--- config.mk ---
export PLATFORM = sky130hd
export DESIGN_NAME = eth_send_arp
export DESIGN_NICKNAME = d
export VERILOG_FILES = /design/src/rtl/eth_send_arp.sv
export SDC_FILE = /design/constraint.sdc
export NUM_CORES = 1
export LEC_CHECK = 0
export CORE_MARGIN = 2
export CORE_UTILIZATION = 47
export CTS_CLUSTER_SIZE = 14
export DETAILED_ROUTE_END_ITERATION = 10
export PLACE_DENSITY_LB_ADDON = 0.3
export SYNTH_ARGS = -nofsm -noshare
export SYNTH_HDL_FRONTEND = slang
export SYNTH_SLANG_ARGS = --single-unit
--- constraint.sdc ---
create_clock -name clk -period 4.55 [get_ports clk]
set_clock_uncertainty 0.1 [all_clocks]
set_input_delay 1.1375 -clock clk [delete_from_list [all_inputs] [get_ports clk]]
set_output_delay 1.1375 -clock clk [all_outputs]
set_load 0.03 [all_outputs]
--- src/rtl/eth_send_arp.sv ---
// ARP reply generator: a matching ARP request becomes a preamble..FCS reply frame, one byte per transfer.
// Latency: the first preamble byte appears the cycle after the accepted i_req; the CRC runs over the 60 bytes from destination MAC onward.
// Backpressure: i_tx_rdy low freezes byte, state, counter and CRC; IFG timing ignores i_tx_rdy.
module eth_send_arp #(
   parameter int IFG_BYTES = 12
) (
   input  logic        clk,
   input  logic        rst,
   input  logic [47:0] i_local_mac,
   input  logic [31:0] i_local_ip,
   input  logic        i_req,
   input  logic [15:0] i_req_oper,
   input  logic [47:0] i_req_sha,
   input  logic [31:0] i_req_spa,
   input  logic [31:0] i_req_tpa,
   input  logic        i_tx_rdy,
   output logic [7:0]  o_data,
   output logic        o_data_vl,
   output logic        o_busy,
   output logic        o_done,
   output logic        o_req_drop
);

   localparam logic [2:0] IDLE     = 3'd0;
   localparam logic [2:0] PREAMBLE = 3'd1;
   localparam logic [2:0] ETH_HDR  = 3'd2;
   localparam logic [2:0] ARP_BODY = 3'd3;
   localparam logic [2:0] PAD      = 3'd4;
   localparam logic [2:0] FCS      = 3'd5;
   localparam logic [2:0] IFG      = 3'd6;

   // The IDLE cycle that accepts the next request is the last idle slot, so IFG itself runs one cycle short.
   localparam logic [6:0] IFG_LAST = (IFG_BYTES > 1) ? 7'(IFG_BYTES - 2) : 7'd0;

   logic [2:0]   state;
   logic [2:0]   next_state;
   logic [6:0]   cnt;
   logic [6:0]   last_cnt;
   logic [47:0]  sha_q;
   logic [31:0]  spa_q;
   logic [31:0]  crc;
   logic         req_ok;
   logic         xfer;
   logic [111:0] hdr_vec;
   logic [223:0] arp_vec;
   logic [31:0]  fcs_vec;
   logic [6:0]   hdr_sel;
   logic [6:0]   arp_sel;

   function automatic logic [31:0] crc_next(input logic [31:0] c_in, input logic [7:0] d);
      logic [31:0] c;
      c = c_in ^ {24'h0, d};
      for (int i = 0; i < 8; i++) begin
         c = c[0] ? ((c >> 1) ^ 32'hEDB8_8320) : (c >> 1);
      end
      return c;
   endfunction

   assign req_ok    = (i_req_oper == 16'h0001) && (i_req_tpa == i_local_ip);
   assign o_data_vl = state inside {PREAMBLE, ETH_HDR, ARP_BODY, PAD, FCS};
   assign o_busy    = (state != IDLE);
   assign xfer      = o_data_vl && i_tx_rdy;
   assign o_done    = xfer && (state == FCS) && (cnt == 7'd3);

   assign hdr_vec = {sha_q, i_local_mac, 16'h0806};
   assign arp_vec = {64'h0001_0800_0604_0002, i_local_mac, i_local_ip, sha_q, spa_q};
   assign fcs_vec = ~crc;
   assign hdr_sel = 7'd13 - cnt;
   assign arp_sel = 7'd27 - cnt;

   always_comb begin
      o_data     = 8'h00;
      last_cnt   = 7'd0;
      next_state = IDLE;
      case (state)
         PREAMBLE: begin
            o_data     = (cnt == 7'd7) ? 8'hD5 : 8'h55;
            last_cnt   = 7'd7;
            next_state = ETH_HDR;
         end
         ETH_HDR: begin
            o_data     = 8'(hdr_vec >> {hdr_sel, 3'b000});
            last_cnt   = 7'd13;
            next_state = ARP_BODY;
         end
         ARP_BODY: begin
            o_data     = 8'(arp_vec >> {arp_sel, 3'b000});
            last_cnt   = 7'd27;
            next_state = PAD;
         end
         PAD: begin
            last_cnt   = 7'd17;
            next_state = FCS;
         end
         FCS: begin
            o_data     = 8'(fcs_vec >> {cnt[1:0], 3'b000});
            last_cnt   = 7'd3;
            next_state = IFG;
         end
         default: begin
         end
      endcase
   end

   always_ff @(posedge clk) begin
      if (rst) begin
         state      <= IDLE;
         cnt        <= '0;
         sha_q      <= '0;
         spa_q      <= '0;
         crc        <= 32'hFFFF_FFFF;
         o_req_drop <= 1'b0;
      end else begin
         o_req_drop <= i_req && !((state == IDLE) && req_ok);
         case (state)
            PREAMBLE, ETH_HDR, ARP_BODY, PAD, FCS: begin
               if (xfer) begin
                  if (state inside {ETH_HDR, ARP_BODY, PAD}) begin
                     crc <= crc_next(crc, o_data);
                  end
                  if (cnt == last_cnt) begin
                     state <= next_state;
                     cnt   <= '0;
                  end else begin
                     cnt <= cnt + 7'd1;
                  end
               end
            end
            IFG: begin
               if (cnt == IFG_LAST) begin
                  state <= IDLE;
                  cnt   <= '0;
               end else begin
                  cnt <= cnt + 7'd1;
               end
            end
            default: begin
               crc <= 32'hFFFF_FFFF;
               cnt <= '0;
               if (i_req && req_ok) begin
                  sha_q <= i_req_sha;
                  spa_q <= i_req_spa;
                  state <= PREAMBLE;
               end else begin
                  state <= IDLE;
               end
            end
         endcase
      end
   end

endmodule

# [Word level (Yosys, flattened, before mapping)]
# Cells that the tools add are included.
[op_classes] n_addsub=3 eq_ne=16 shifts=3 mux=24 n_bitwise=12 reduce_logical=17
[op_table] op="2-to-1 mux 32 bit" n=10
[op_table] op=">> shifter 209 x 10 -> 8 bit" n=1
[op_table] op="inverter 13 -> 14 bit" n=8
[op_table] op=">> shifter 112 x 10 -> 8 bit" n=1
[op_table] op="case mux 32 bit (2 select lines)" n=1
[op_table] op="equality test 32 bit" n=1
[op_table] op="inverter 32 bit" n=1
[op_table] op="case mux 8 bit (4 select lines)" n=1
[op_table] op=">> shifter 32 x 5 -> 8 bit" n=1
[op_table] op="XOR 32 x 8 -> 32 bit" n=1
[op_table] op="case mux 5 bit (5 select lines)" n=1
[op_table] op="2-to-1 mux 7 bit" n=3
[op_table] op="equality test 16 x 1 -> 1 bit, second input constant" n=1
[op_table] op="case mux 3 bit (5 select lines)" n=1
[op_table] op="case mux 7 bit (2 select lines)" n=1
[op_table] op="equality test 3 bit, second input constant" n=3
[op_table] op="2-to-1 mux 3 bit" n=3
[op_table] op="2-to-1 mux 8 bit" n=1
[op_table] op="!= test 2 bit, second input constant" n=4
[op_table] op="adder 7 x 1 -> 7 bit, second input constant" n=1
[op_table] op="equality test 7 x 2 -> 1 bit, second input constant" n=1
[op_table] op="equality test 7 x 3 -> 1 bit, second input constant" n=1
[op_table] op="equality test 7 x 4 -> 1 bit, second input constant" n=1
[op_table] op="equality test 7 x 5 -> 1 bit" n=1
[op_table] op="16 further kinds" n=26
[totals] regBits=123 input_bits=212 out_inout_bits=12 elab_cells=81

# [Logic depth before layout (Yosys ltp)]
# Gate-level depths: netlist (run 1).
[logic_depth] ltp_word=23 mapped_depth=13 ltp_nobuf=11

# [Worst setup path after synthesis (run 1)]
# OpenSTA, ideal clock, no wires.
[synth_timing] path_kind="register to register" startpoint="register cnt[2]" endpoint="register crc[19]" setup_ns=0.122 arrival_ns=3.892 required_ns=4.328 setup_slack_ns=0.436 path_stages_with_launch=14 path_buffers=3 period_less_slack_ns=4.114 path_cell_list="dfxtp_1 buf_6 clkinv_1 ha_1 clkbuf_1 clkbuf_1 a31oi_1 a21oi_1 o22ai_1 a221o_1 xor2_2 xnor3_1 xnor3_1 o32a_1"
[synth_between] elab_cells_between_ends=26 classes_between="2 x add/sub; 1 x eq/ne; 2 x shift; 13 x mux; 8 x bitwise"
[synth_lines] element="start, declared" line="37" rtl="logic [6:0] cnt;"
[synth_lines] element="start signal, assigned" line="125" rtl="cnt <= cnt + 7'd1;"
[synth_lines] element="start signal, assigned" line="134" rtl="cnt <= cnt + 7'd1;"
[synth_lines] element="subtractor 5 x 7 -> 7 bit / subtractor 4 x 7 -> 7 bit (equally long branches)" line="69, 68"
[synth_lines] element=">> shifter 209 x 10 -> 8 bit / >> shifter 112 x 10 -> 8 bit (equally long branches)" line="87, 82"
[synth_lines] element="case mux 8 bit (4 select lines) (*)" line="75" rtl="case (state)"
[synth_lines] element="net o_data[3]" line="17" rtl="output logic [7:0] o_data,"
[synth_lines] element="XOR 32 x 8 -> 32 bit (*)" line="52" rtl="c = c_in ^ {24'h0, d};"
[synth_lines] element="2-to-1 mux 32 bit (*) (5 in series)" line="54" rtl="c = c[0] ? ((c >> 1) ^ 32'hEDB8_8320) : (c >> 1);"
[synth_lines] element="inverter 13 -> 14 bit (no source line)"
[synth_lines] element="2-to-1 mux 32 bit (*)" line="54"
[synth_lines] element="inverter 13 -> 14 bit (no source line)"
[synth_lines] element="2-to-1 mux 32 bit (*)" line="54"
[synth_lines] element="inverter 13 -> 14 bit (no source line)"
[synth_lines] element="2-to-1 mux 32 bit (*)" line="54"
[synth_lines] element="2-to-1 mux 32 bit (*)" line="118" rtl="if (state inside {ETH_HDR, ARP_BODY, PAD}) begin"
[synth_lines] element="2-to-1 mux 32 bit (*)" line="117" rtl="if (xfer) begin"
[synth_lines] element="case mux 32 bit (2 select lines) (*)" line="115" rtl="case (state)"
[synth_lines] element="end signal, assigned" line="119" rtl="crc <= crc_next(crc, o_data);"
[synth_lines] element="end, declared" line="41" rtl="logic [31:0] crc;"
# Mark *: on every way through the listed nets, which the timed path passes. The rest lies on a longest branch. The select of a mux whose other input is x is not followed.
# A chain may end at the register's enable or synchronous reset.

# [Worst setup path after layout (run 1)]
[layout_timing] startpoint="input port i_local_ip[8]" endpoint="output port o_data[0]"
[layout_between] elab_chain_len=2
[layout_rtl] element="start, declared" line="10" rtl="input logic [31:0] i_local_ip,"
[layout_rtl] element=">> shifter 209 x 10 -> 8 bit" line="87" rtl="o_data = 8'(arp_vec >> {arp_sel, 3'b000});"
[layout_rtl] element="case mux 8 bit (4 select lines)" line="75"
[layout_rtl] element="end, declared" line="17"
# No other way between the ends.

==> results of run 1 <==
cell type report:
class	instances	share of cell area, %
Timing Repair Buffer	287	22.8
Clock inverter	15	1.23
Clock buffer	17	3.52
Tap cell	234	2.42
Sequential cell	123	20.4
Inverter	14	0.435
Multi-Input combinational cell	788	49.1
metal layers:
layer	vias to the layer above	global-route usage, %	part of all wire [%]
met5	-	0	0
met4	0	11.9	3.3
met3	75	5.60	9.0
met2	505	48.4	45
met1	4220	42.8	42
li1	4101	-	-
final timing paths:
check	startpoint	end	slack (ns)	cells past startpoint
worst max-delay path	i_local_ip[8]	o_data[0]	0.04	7
worst min-delay path	spa_q[31]$_SDFFE_PP0P_	spa_q[31]$_SDFFE_PP0P_	0.35	2
worst max register to register	cnt[2]$_SDFFE_PP0P_	crc[18]$_SDFFE_PP1P_	0.50	10
worst min register to register	spa_q[31]$_SDFFE_PP0P_	spa_q[31]$_SDFFE_PP0P_	0.35	2
registers in the layout, summed over array words and instances, names as in the netlist:
name / cells
sha_q: 48
o_req_drop: 1
crc: 32
cnt: 7
state: 3
spa_q: 32
repair_timing:
item / 4_1_cts / 5_1_grt
setup endpoints to repair: 1 / 5
pin swaps: 1 / 0
hold endpoints to repair: 0 / 0
resized for setup: 8 / 3
gates cloned: 0 / 0
buffers inserted: 1 / 0
power by group through the flow:
stage,sequential [mW],combinational (mW),clock [mW]
after floorplan,1.10,0.0621,0
after global placement,1.10,0.285,0
after detailed placement,1.10,0.287,0
after CTS,1.08,0.288,1.35
after global routing,1.08,0.305,1.40
final,1.08,0.290,1.34
stage by stage:
stage | utilization, % | total power, mW | hold WS [ns] | area [sq um]
6_report | 65.3 | 2.71 | 0.348 | 12100
2_1_floorplan | - | 1.16 | 0.327 | 8790
3_3_place_gp | 62.1 | 1.39 | 0.336 | 11500
3_5_place_dp | 62.1 | 1.39 | 0.344 | 11500
5_1_grt | 65.3 | 2.78 | 0.366 | 12100
4_1_cts | 65.3 | 2.71 | 0.351 | 12100
cell families (layout without fill, tap and decap cells):
family,after synthesis,after routing,synth area share (%)
DFF,123,123,28.0
AOI/OAI and AO/OA,251,251,17.8
adders and majority gates,9,9,1.28
xor gates and xnor gates,100,100,15.0
buffers and inverters,91,333,4.54
and+or+nand+nor,333,333,16.8
muxes,95,95,16.5
worst min-delay path, cell delays in order, from the launching register on:
cell     delay (ns)
dfxtp_1        0.31
nand2_1        0.05
a21oi_1        0.05
synth_stat cells (13+ instances only):
master      n  area share, %
nand2_1   189            8.1
buf_2      19            1.1
mux2i_1    45            5.1
mux2_2     13            1.7
nor2_1     45            1.9
xor2_1     47            4.7
nand4_1    13           0.93
o22ai_1    19            1.4
xnor2_1    20            2.0
a22oi_1    15            1.3
nand3_1    14           0.80
dfxtp_1   123             28
clkbuf_1   48            2.0
xnor3_1    16            4.1
nor3_1     13           0.74
a21oi_1   130            7.4
mux4_2     32            8.2
o21ai_0    18            1.0
nand2b_1   23            1.6
==> summary.md, run 1 <==
| Metric | Value |
|---|---|
| Status | `finished clean` |
| Non-Filler Instances | `1478` |
| Vias | `8901` |
| Syn nets | `1223` |
| Reg area | `0.00247 sq mm` |
| Multi-input combinational cell area | `0.00594 sq mm` |
| Gpl congestion | `0.940` |
| CP max FO | `2` |
| GRT Total Usage | `30.9%` |
| Tmin final | `4.51 ns` |
| Routed wire per std cell | `20.9 um` |
| H-Tree Depth | `4` |
| Slew HR | `47.3%` |
| Setup ws final | `0.0412 ns` |
| Worst Path Required | `3.31 ns` |
| Most common cell after layout, fill and taps aside | `clkdlybuf4s50_1` |
| Die area | `0.0198 sq mm` |
| Port bufs | `223` |
| Number of buffers created by CTS | `17` |
| Commonest cells after routing, fill and taps aside | `208 x clkdlybuf4s50_1, 189 x nand2_1, 130 x a21oi_1` |
| Clk slew on worst S/H paths | `0.06 ns` |
| Clock share of power | `49.6%` |
| Avg Vias per Cell | `6.02` |
| Top delay family on crit path | `multiplexers` |
| Dpl cells | `1445` |
| CP Launch Type | `input pin` |
| Fill count | `1508` |
| Mapped Cells | `1002` |
| Drt total wl | `30800 um` |
| ANT nets after route | `0` |
| Initial core utilization | `47.5%` |
| Max Transition Viols Final | `0` |
| Ys flop type | `dfxtp_1` |
| Synth Warn # | `0` |
| Largest net degree at the start of global routing | `82` |
| Avg Cell Area, Syn | `8.77 sq um` |
| Final setup fails | `0` |
| # DRC | `0` |
| IO Pins | `224` |
| Global route total overflow | `0` |
| Synth cell types | `68` |
| Row count | `50` |
| CTS tree | `done` |
| Worst Setup End Kind | `output port` |
| Chip width | `141 um` |
| Max-Cap Viols | `0` |
| Switching Share | `24.5%` |
| CP cell instances | `dlygate4sd2_1, mux4_2, mux4_2, o2111a_1, a311oi_4, inv_1, buf_6` |
| Skew-Pair Late Insertion Delay | `0.43 ns` |
| Pwr dens | `224 mW/mm^2` |
| NetSw | `0.665 mW` |
| Slowest CP cell | `mux4_2` |
| Post-Synthesis Cell Area | `0.00879 sq mm` |
| Hpwl dp | `23300 um` |
| CP peak stage delay | `0.53 ns` |
| WS Path Type | `in2out` |
| Vias in the first global route | `8503` |
| Clk Tree Root Cell | `clkbuf_16` |
| Hold Path Class | `reg2reg` |
| Sink Count | `123` |
| Share of flip-flops with an asynchronous set or reset | `0%` |
| Hold_buf cts | `0` |
| Seq/Total Area, Yosys | `28.0%` |
| Global-route wire length before repair | `47500 um` |
| Area grow syn2layout | `37.6%` |
| Setup TNS | `0 ns` |
| Final worst-path cycle share | `99.1%` |
| Layout cells sized above 1 | `13.7%` |
| Critical Path AT | `3.27 ns` |
| Buffers plus inverters on the worst setup path | `3` |
| Comb power frac | `10.7%` |
| Final hold vios | `0` |
| DR iter-0 viols | `941` |
| Worst slack at placement | `-0.181 ns` |
| Number of synthesized flops with an enable pin | `0` |
| Chip height | `141 um` |
| Fin nets | `1452` |
| #FFs+latches synth | `123` |
| Leakage | `4.43 nW` |
| RSZ-0062 raised after global routing | `no` |
| Max VDD drop | `0.000239 V` |
| Core box area | `0.0185 sq mm` |
| CTS Buffer Depth | `2` |
| Max Freq | `0.222 GHz` |
| Worst slew pin tran | `0.785 ns` |
| Internal power | `2.04 mW` |
| DRT Pass-1 Iters | `5` |
| Antenna cells | `0` |
| Initial antenna violation count | `0` |
| Cell mode on critical path | `mux4_2` |
| Register share of total power | `39.7%` |
Note: power is estimated with default switching activity, not from simulation.
==> run 2: changes to the inputs <==
Settings changed: ABC_AREA from default to 1.
==> run 2 against run 1 <==
Clock power grew 9.7%. Sequential power grew 20%. Hold slack lost 0.0022 ns. Critical path depth grew 8. Synthesized cell count grew 76%. Sequential share of layout area shrank 2.1 points. First-iteration DRC count grew 79%. Synthesized area grew 17%. Power grew 140%. Combinational power grew to 13 times the previous value. Die area grew 17%.
==> summary.md, run 2 <==
| Metric | Value |
|---|---|
| Status | `finished clean` |
| Initial antenna violation count | `0` |
| Skew-Pair Late Insertion Delay | `0.43 ns` |
| Setup TNS | `0 ns` |
| Row count | `54` |
| Reg-to-Reg Start | `cnt[1]$_SDFFE_PP0P_` |
| Final worst-path cycle share | `97.6%` |
| Non-Filler Instances | `2235` |
| Ys flop type | `dfxtp_1` |
| Die area | `0.0231 sq mm` |
| Reg-to-Reg End | `crc[23]$_SDFFE_PP1P_` |
| Commonest cells after routing, fill and taps aside | `522 x nand2_1, 222 x nand3_1, 215 x clkdlybuf4s50_1` |
| Post-Synthesis Cell Area | `0.0103 sq mm` |
| Final Util | `62.0%` |
| Antenna cells | `0` |
| Largest net degree at the start of global routing | `161` |
| Vias in the first global route | `11.8k` |
| Leakage | `5.89 nW` |
| Mapped Cells | `1759` |
| Hold Crit Depth | `2` |
| R2R setup slack | `0.71 ns` |
| Area after DPL | `0.0128 sq mm` |
| RSZ-0062 raised after global routing | `no` |
| Core box area | `0.0217 sq mm` |
| Max Transition Viols Final | `0` |
| Top post-synthesis cells by area | `dfxtp_1 24%, nand2_1 19%, nand3_1 11%, o21ai_0 7.9%, inv_1 6.9%` |
| Final Instance Area | `0.0134 sq mm` |
| Initial core utilization | `47.5%` |
| Avg Vias per Cell | `5.78` |
| Seq/Total Area, Yosys | `23.9%` |
| Number of buffers created by CTS | `17` |
| Global-route wire length before repair | `63200 um` |
| Sink Count | `123` |
| Final hold vios | `0` |
| Vias | `12.9k` |
| R2R cell count | `25` |
| H-Tree Depth | `4` |
| #FFs+latches synth | `123` |
| Top flop regs | `sha_q (48), crc (32), spa_q (32)` |
| Final setup fails | `0` |
| Pwr dens | `486 mW/mm^2` |
| Reg area | `0.00247 sq mm` |
| DRT Pass-1 Iters | `8` |
| Number of synthesized flops with an enable pin | `0` |
| Most common cell after layout, fill and taps aside | `nand2_1` |
| Worst Path Required | `3.31 ns` |
| Port bufs | `223` |
| Drt total wl | `40600 um` |
| Syn nets | `1980` |
| Fin nets | `2165` |
| GRT Total Usage | `33.9%` |
| Area grow syn2layout | `30.5%` |
| Clk slew on worst S/H paths | `0.06 ns` |
| Hold_buf cts | `0` |
| Synth Warn # | `0` |
| Most frequent cell after synthesis | `nand2_1` |
| Gpl congestion | `0.996` |
| Share of the synthesized area in the top cell type | `23.9%` |
| Multi-input combinational cell area | `0.00656 sq mm` |
| Routed wire per std cell | `18.1 um` |
| CTS tree | `done` |
| Fill count | `2056` |
| Worst slew pin tran | `0.642 ns` |
| Share of flip-flops with an asynchronous set or reset | `0%` |
| Max VDD drop | `0.000288 V` |
| CP Launch Type | `flop` |
| Layout cells sized above 1 | `8.39%` |
| Hpwl dp | `29800 um` |
| Chip height | `152 um` |
| Clk Tree Root Cell | `clkbuf_16` |
| Global route total overflow | `0` |
| Synth cell types | `51` |
| Max Freq | `0.225 GHz` |
| Slew HR | `57.2%` |
| Avg Cell Area, Syn | `5.85 sq um` |
| Chip width | `152 um` |
| Max-Cap Viols | `0` |
| DR iter-0 viols | `1688` |
| Leading area contributor after synthesis | `dfxtp_1` |
| WS Path Type | `reg2out` |
| End point of the critical path | `o_data[6]` |
| CP startpoint | `cnt[1]$_SDFFE_PP0P_` |
| Critical Path AT | `3.20 ns` |
| IO Pins | `224` |
| Hold Path Class | `reg2reg` |
| Dpl cells | `2203` |
| Largest register FFs | `48` |
| Post-synth top cells | `522 x nand2_1, 222 x nand3_1, 189 x inv_1, 163 x o21ai_0, 138 x a21oi_1` |
| ANT nets after route | `0` |
| Tmin final | `4.44 ns` |
| # DRC | `0` |
| Largest reg by FF count | `sha_q` |
| CTS Buffer Depth | `2` |
| Worst Setup End Kind | `output port` |
| CP max FO | `30` |
==> run 2: cell count changes after synthesis, sizes merged, moves of 37 or more <==
cell / before / now
nand2: 189 / 551
nand3: 14 / 233
nand4: 13 / 60
inv: 12 / 200
mux2i: 45 / 0
mux4: 37 / 0
o21ai: 20 / 175
==> run 2: worst min-delay path by stage <==
stage | start | endpoint | slack (ns)
2_1_floorplan | spa_q[3]$_SDFFE_PP0P_ | spa_q[3]$_SDFFE_PP0P_ | 0.32
3_3_place_gp | spa_q[14]$_SDFFE_PP0P_ | spa_q[14]$_SDFFE_PP0P_ | 0.33
3_5_place_dp | spa_q[14]$_SDFFE_PP0P_ | spa_q[14]$_SDFFE_PP0P_ | 0.33
4_1_cts | spa_q[14]$_SDFFE_PP0P_ | spa_q[14]$_SDFFE_PP0P_ | 0.34
5_1_grt | spa_q[14]$_SDFFE_PP0P_ | spa_q[14]$_SDFFE_PP0P_ | 0.36
6_report | spa_q[14]$_SDFFE_PP0P_ | spa_q[14]$_SDFFE_PP0P_ | 0.35
==> run 2: cells by family (layout without fill, tap and decap cells) <==
| group | Yosys count | count (layout) | synth area share [%] |
|---|---|---|---|
| AOI/OAI and AO/OA | 339 | 339 | 17.2 |
| and+or+nand+nor | 946 | 946 | 41.9 |
| xor gates and xnor gates | 39 | 39 | 3.46 |
| DFF | 123 | 123 | 23.9 |
| buffers and inverters | 303 | 499 | 12.4 |
| adders and majority gates | 9 | 9 | 1.09 |
==> run 2: metal layers <==
metal,vias to the layer above,part of all wire [%],global-route usage [%]
met2,868,45,53.6
met5,-,0,0
met4,0,4.0,14.6
li1,6141,-,-
met1,5777,39,43.7
met3,143,12,9.04
==> run 2: critical path, stage by stage (launching register included) <==
cell     delay [ns]
dfxtp_4        0.46
ha_1           0.21
nand2_1        0.08
nand2_1        0.07
nand2_1        0.08
nand2_4        0.24
nand3_4        0.22
buf_12         0.23
o21ai_0        0.25
nand3_1        0.11
nand2_1        0.07
inv_1          0.04
nand2_1        0.08
nand3_1        0.26
nand3_2        0.22
buf_12         0.14
==> run 2: cell type report <==
class	count	share of cell area [%]
clock inverters	13	1.43
well taps	280	2.61
clock buffers	17	3.17
inverters	202	5.66
repair buffers	267	19.9
flip-flops and latches	123	18.4
multi-input cells	1333	48.8
==> run 2: power by group <==
part	leakage [nW]	switching (mW)	internal, mW
Clock	0.296	0.554	0.916
Sequential	1.00	0.109	1.19
Combinational	4.59	2.49	1.27
==> run 2: repair_timing <==
action	CTS	global route
hold endpoints to repair	0	0
endpoints found under the setup margin	0	8
buffers inserted	0	2
resized for setup	0	3
==> run 2: through the flow <==
step,worst slack [ns],hold WS (ns),total power [mW]
final,0.111,0.346,6.53
after global placement,0.534,0.331,4.86
after CTS,0.107,0.343,6.40
after floorplan,1.10,0.323,3.83
after global routing,0.00940,0.360,6.91
after detailed placement,0.474,0.334,4.93
==> run 3: changes to the inputs <==
Clock period 4.55 ns to 4.65 ns, I/O delays scaled along.
==> run 3 against run 2 <==
Sequential power barely moved. Final cell count rose by 0.36%. Via count rose by 0.25%. Critical path type unchanged. Count of clock-buffer cells in the layout rose by 1. Register-to-register slack improved by 0.06 ns. Hold slack got worse by 0.0019 ns.
==> summary.md, run 3 (synthesis gave the netlist of run 2 again) <==
| Metric | Value |
|---|---|
| Die area | `0.0231 sq mm` |
| CP peak stage delay | `0.47 ns` |
| Slew HR | `60.2%` |
| CP startpoint | `cnt[1]$_SDFFE_PP0P_` |
| Clk Tree Root Cell | `clkbuf_16` |
| Clk slew on worst S/H paths | `0.06 ns` |
| Buffers plus inverters on the worst setup path | `3` |
| ANT nets after route | `0` |
| Largest net degree at the start of global routing | `161` |
| Critical Path AT | `3.16 ns` |
| Row count | `54` |
| Chip height | `152 um` |
| Reg-to-Reg Start | `cnt[1]$_SDFFE_PP0P_` |
| Slowest CP cell | `buf_4` |
| Worst Setup End Kind | `output port` |
| Top delay family on crit path | `simple AND/OR/NAND/NOR gates` |
| Hold Path Class | `reg2reg` |
| Layout cells sized above 1 | `8.66%` |
| Final worst-path cycle share | `95.0%` |
| Sink Count | `123` |
| Hold slack final | `0.344 ns` |
| Reg-to-Reg End | `crc[4]$_SDFFE_PP1P_` |
| GRT Total Usage | `33.6%` |
| Fill count | `2082` |
| Hpwl dp | `30000 um` |
| Drt total wl | `40500 um` |
| WS Path Type | `reg2out` |
| Vias | `13.0k` |
| CP max FO | `41` |
| Most common cell after layout, fill and taps aside | `nand2_1` |
| Hold Crit Depth | `2` |
| Core box area | `0.0217 sq mm` |
| Routed wire per std cell | `18.0 um` |
| Pwr dens | `477 mW/mm^2` |
| # DRC | `0` |
| CP cell instances | `buf_4, ha_1, nor2_1, buf_12, nand3_1, nand3_1, nand2_1, nand2_1, nand2_1, nand2_2, buf_12` |
| Hold_buf cts | `0` |
| Area grow syn2layout | `31.4%` |
| Tmin final | `4.42 ns` |
| CTS tree | `done` |
| Number of buffers created by CTS | `17` |
| DRT Pass-1 Iters | `8` |
| Final hold vios | `0` |
| Final setup fails | `0` |
| Non-Filler Instances | `2243` |
| Setup TNS | `0 ns` |
| Worst slew pin tran | `0.596 ns` |
| Largest reg by FF count | `sha_q` |
| Max Freq | `0.226 GHz` |
| Commonest cells after routing, fill and taps aside | `522 x nand2_1, 222 x nand3_1, 215 x clkdlybuf4s50_1` |
| Worst Path Required | `3.39 ns` |
| RSZ-0062 raised after global routing | `no` |
| Skew-Pair Late Insertion Delay | `0.43 ns` |
| Initial core utilization | `47.5%` |
| Leakage | `5.94 nW` |
| Gpl congestion | `1.00` |
| Status | `finished clean` |
| Top flop regs | `sha_q (48), crc (32), spa_q (32)` |
| Max VDD drop | `0.000286 V` |
| Max Transition Viols Final | `0` |
| Hold Path End | `spa_q[29]$_SDFFE_PP0P_` |
| IO Pins | `224` |
| CTS Buffer Depth | `2` |
| Vias in the first global route | `11.8k` |
| Avg Vias per Cell | `5.78` |
| R2R cell count | `19` |
| Design Power | `6.45 mW` |
| Fin nets | `2170` |
| Global-route wire length before repair | `62700 um` |
| DR iter-0 viols | `1649` |
| Cell mode on critical path | `nand2_1` |
| H-Tree Depth | `4` |
| Dpl cells | `2206` |
| CP Launch Type | `flop` |
| Initial antenna violation count | `1` |
| Hold_sp | `spa_q[29]$_SDFFE_PP0P_` |
| Largest register FFs | `48` |
| Global route total overflow | `0` |
| Chip width | `152 um` |
| Max-Cap Viols | `0` |
| R2R setup slack | `0.77 ns` |
| Port bufs | `223` |
[run 3: cell types whose count changed in the layout (fill, tap and decap cells not counted), sizes merged]
| cell | before | now |
|---|---|---|
| buf | 52 | 56 |
| inv | 202 | 205 |
| clkinvlp | 2 | 0 |
| clkbuf | 17 | 18 |
| diode | 0 | 1 |
| nor2 | 74 | 75 |
[run 3: layout make-up]
type                            count  area (sq um)  share of cell area [%]
Tap cell                          280           350                    2.59
Timing Repair Buffer              271          2740                    20.2
Clock inverter                     14           210                    1.55
Antenna cell                        1          2.50                  0.0185
Multi-Input combinational cell   1334          6570                    48.6
Clock buffer                       18           429                    3.17
Inverter                          202           761                    5.62
Sequential cell                   123          2470                    18.2
[run 3: what timing repair did]
item                                    CTS  global route
setup buffers                             0             3
endpoints found under the setup margin    0             8
resized for setup                         0             2
[run 3: where the power goes]
part	switching, mW	total (mW)	leakage, nW	internal [mW]
clock	0.566	1.48	0.312	0.912
combinational	2.42	3.70	4.62	1.28
sequential	0.110	1.28	1.00	1.17
[run 3: layer usage]
| layer | vias to the layer above | share of wire (%) | global-route usage, % |
|---|---|---|---|
| li1 | 6152 | - | - |
| met1 | 5811 | 39 | 43.4 |
| met2 | 855 | 44 | 53.9 |
| met3 | 143 | 11 | 6.79 |
| met4 | 0 | 4.9 | 15.9 |
| met5 | - | 0 | 0 |
[run 3: stage by stage]
stage               instance area [sq um]  utilization, %  worst slack (ns)
finish                              13500            62.4             0.230
global route                        13500            62.4            0.0531
CTS                                 13500            62.1             0.115
detailed placement                  12800            59.2             0.422
global placement                    12800            59.2             0.466
floorplan                           10300               -              1.17
[run 3: worst reg2reg max path: stages, from the launching register on]
cell and delay [ns]:
dfxtp_2 0.38, buf_4 0.47, ha_1 0.47, nor2_1 0.28
buf_12 0.18, nand3_1 0.14, nand3_1 0.17, nand2_1 0.09
nand2_1 0.09, nand2_1 0.13, nand2_2 0.19, nand2_1 0.08
nand2_2 0.18, nand2_1 0.10, nand2_2 0.15, nand2_1 0.13
nand3_1 0.09, nand2_1 0.05, o21ai_1 0.22, nand2_1 0.08
[run 3: worst max-delay path by stage]
stage                             end  slack, ns  cells past startpoint
2_1_floorplan               o_data[5]       1.17                     13
3_3_place_gp    sha_q[3]$_SDFFE_PP0P_       0.47                     11
3_5_place_dp   sha_q[17]$_SDFFE_PP0P_       0.42                     11
4_1_cts                     o_data[5]       0.11                     13
5_1_grt                     o_data[1]       0.05                     17
6_report                    o_data[2]       0.23                     11
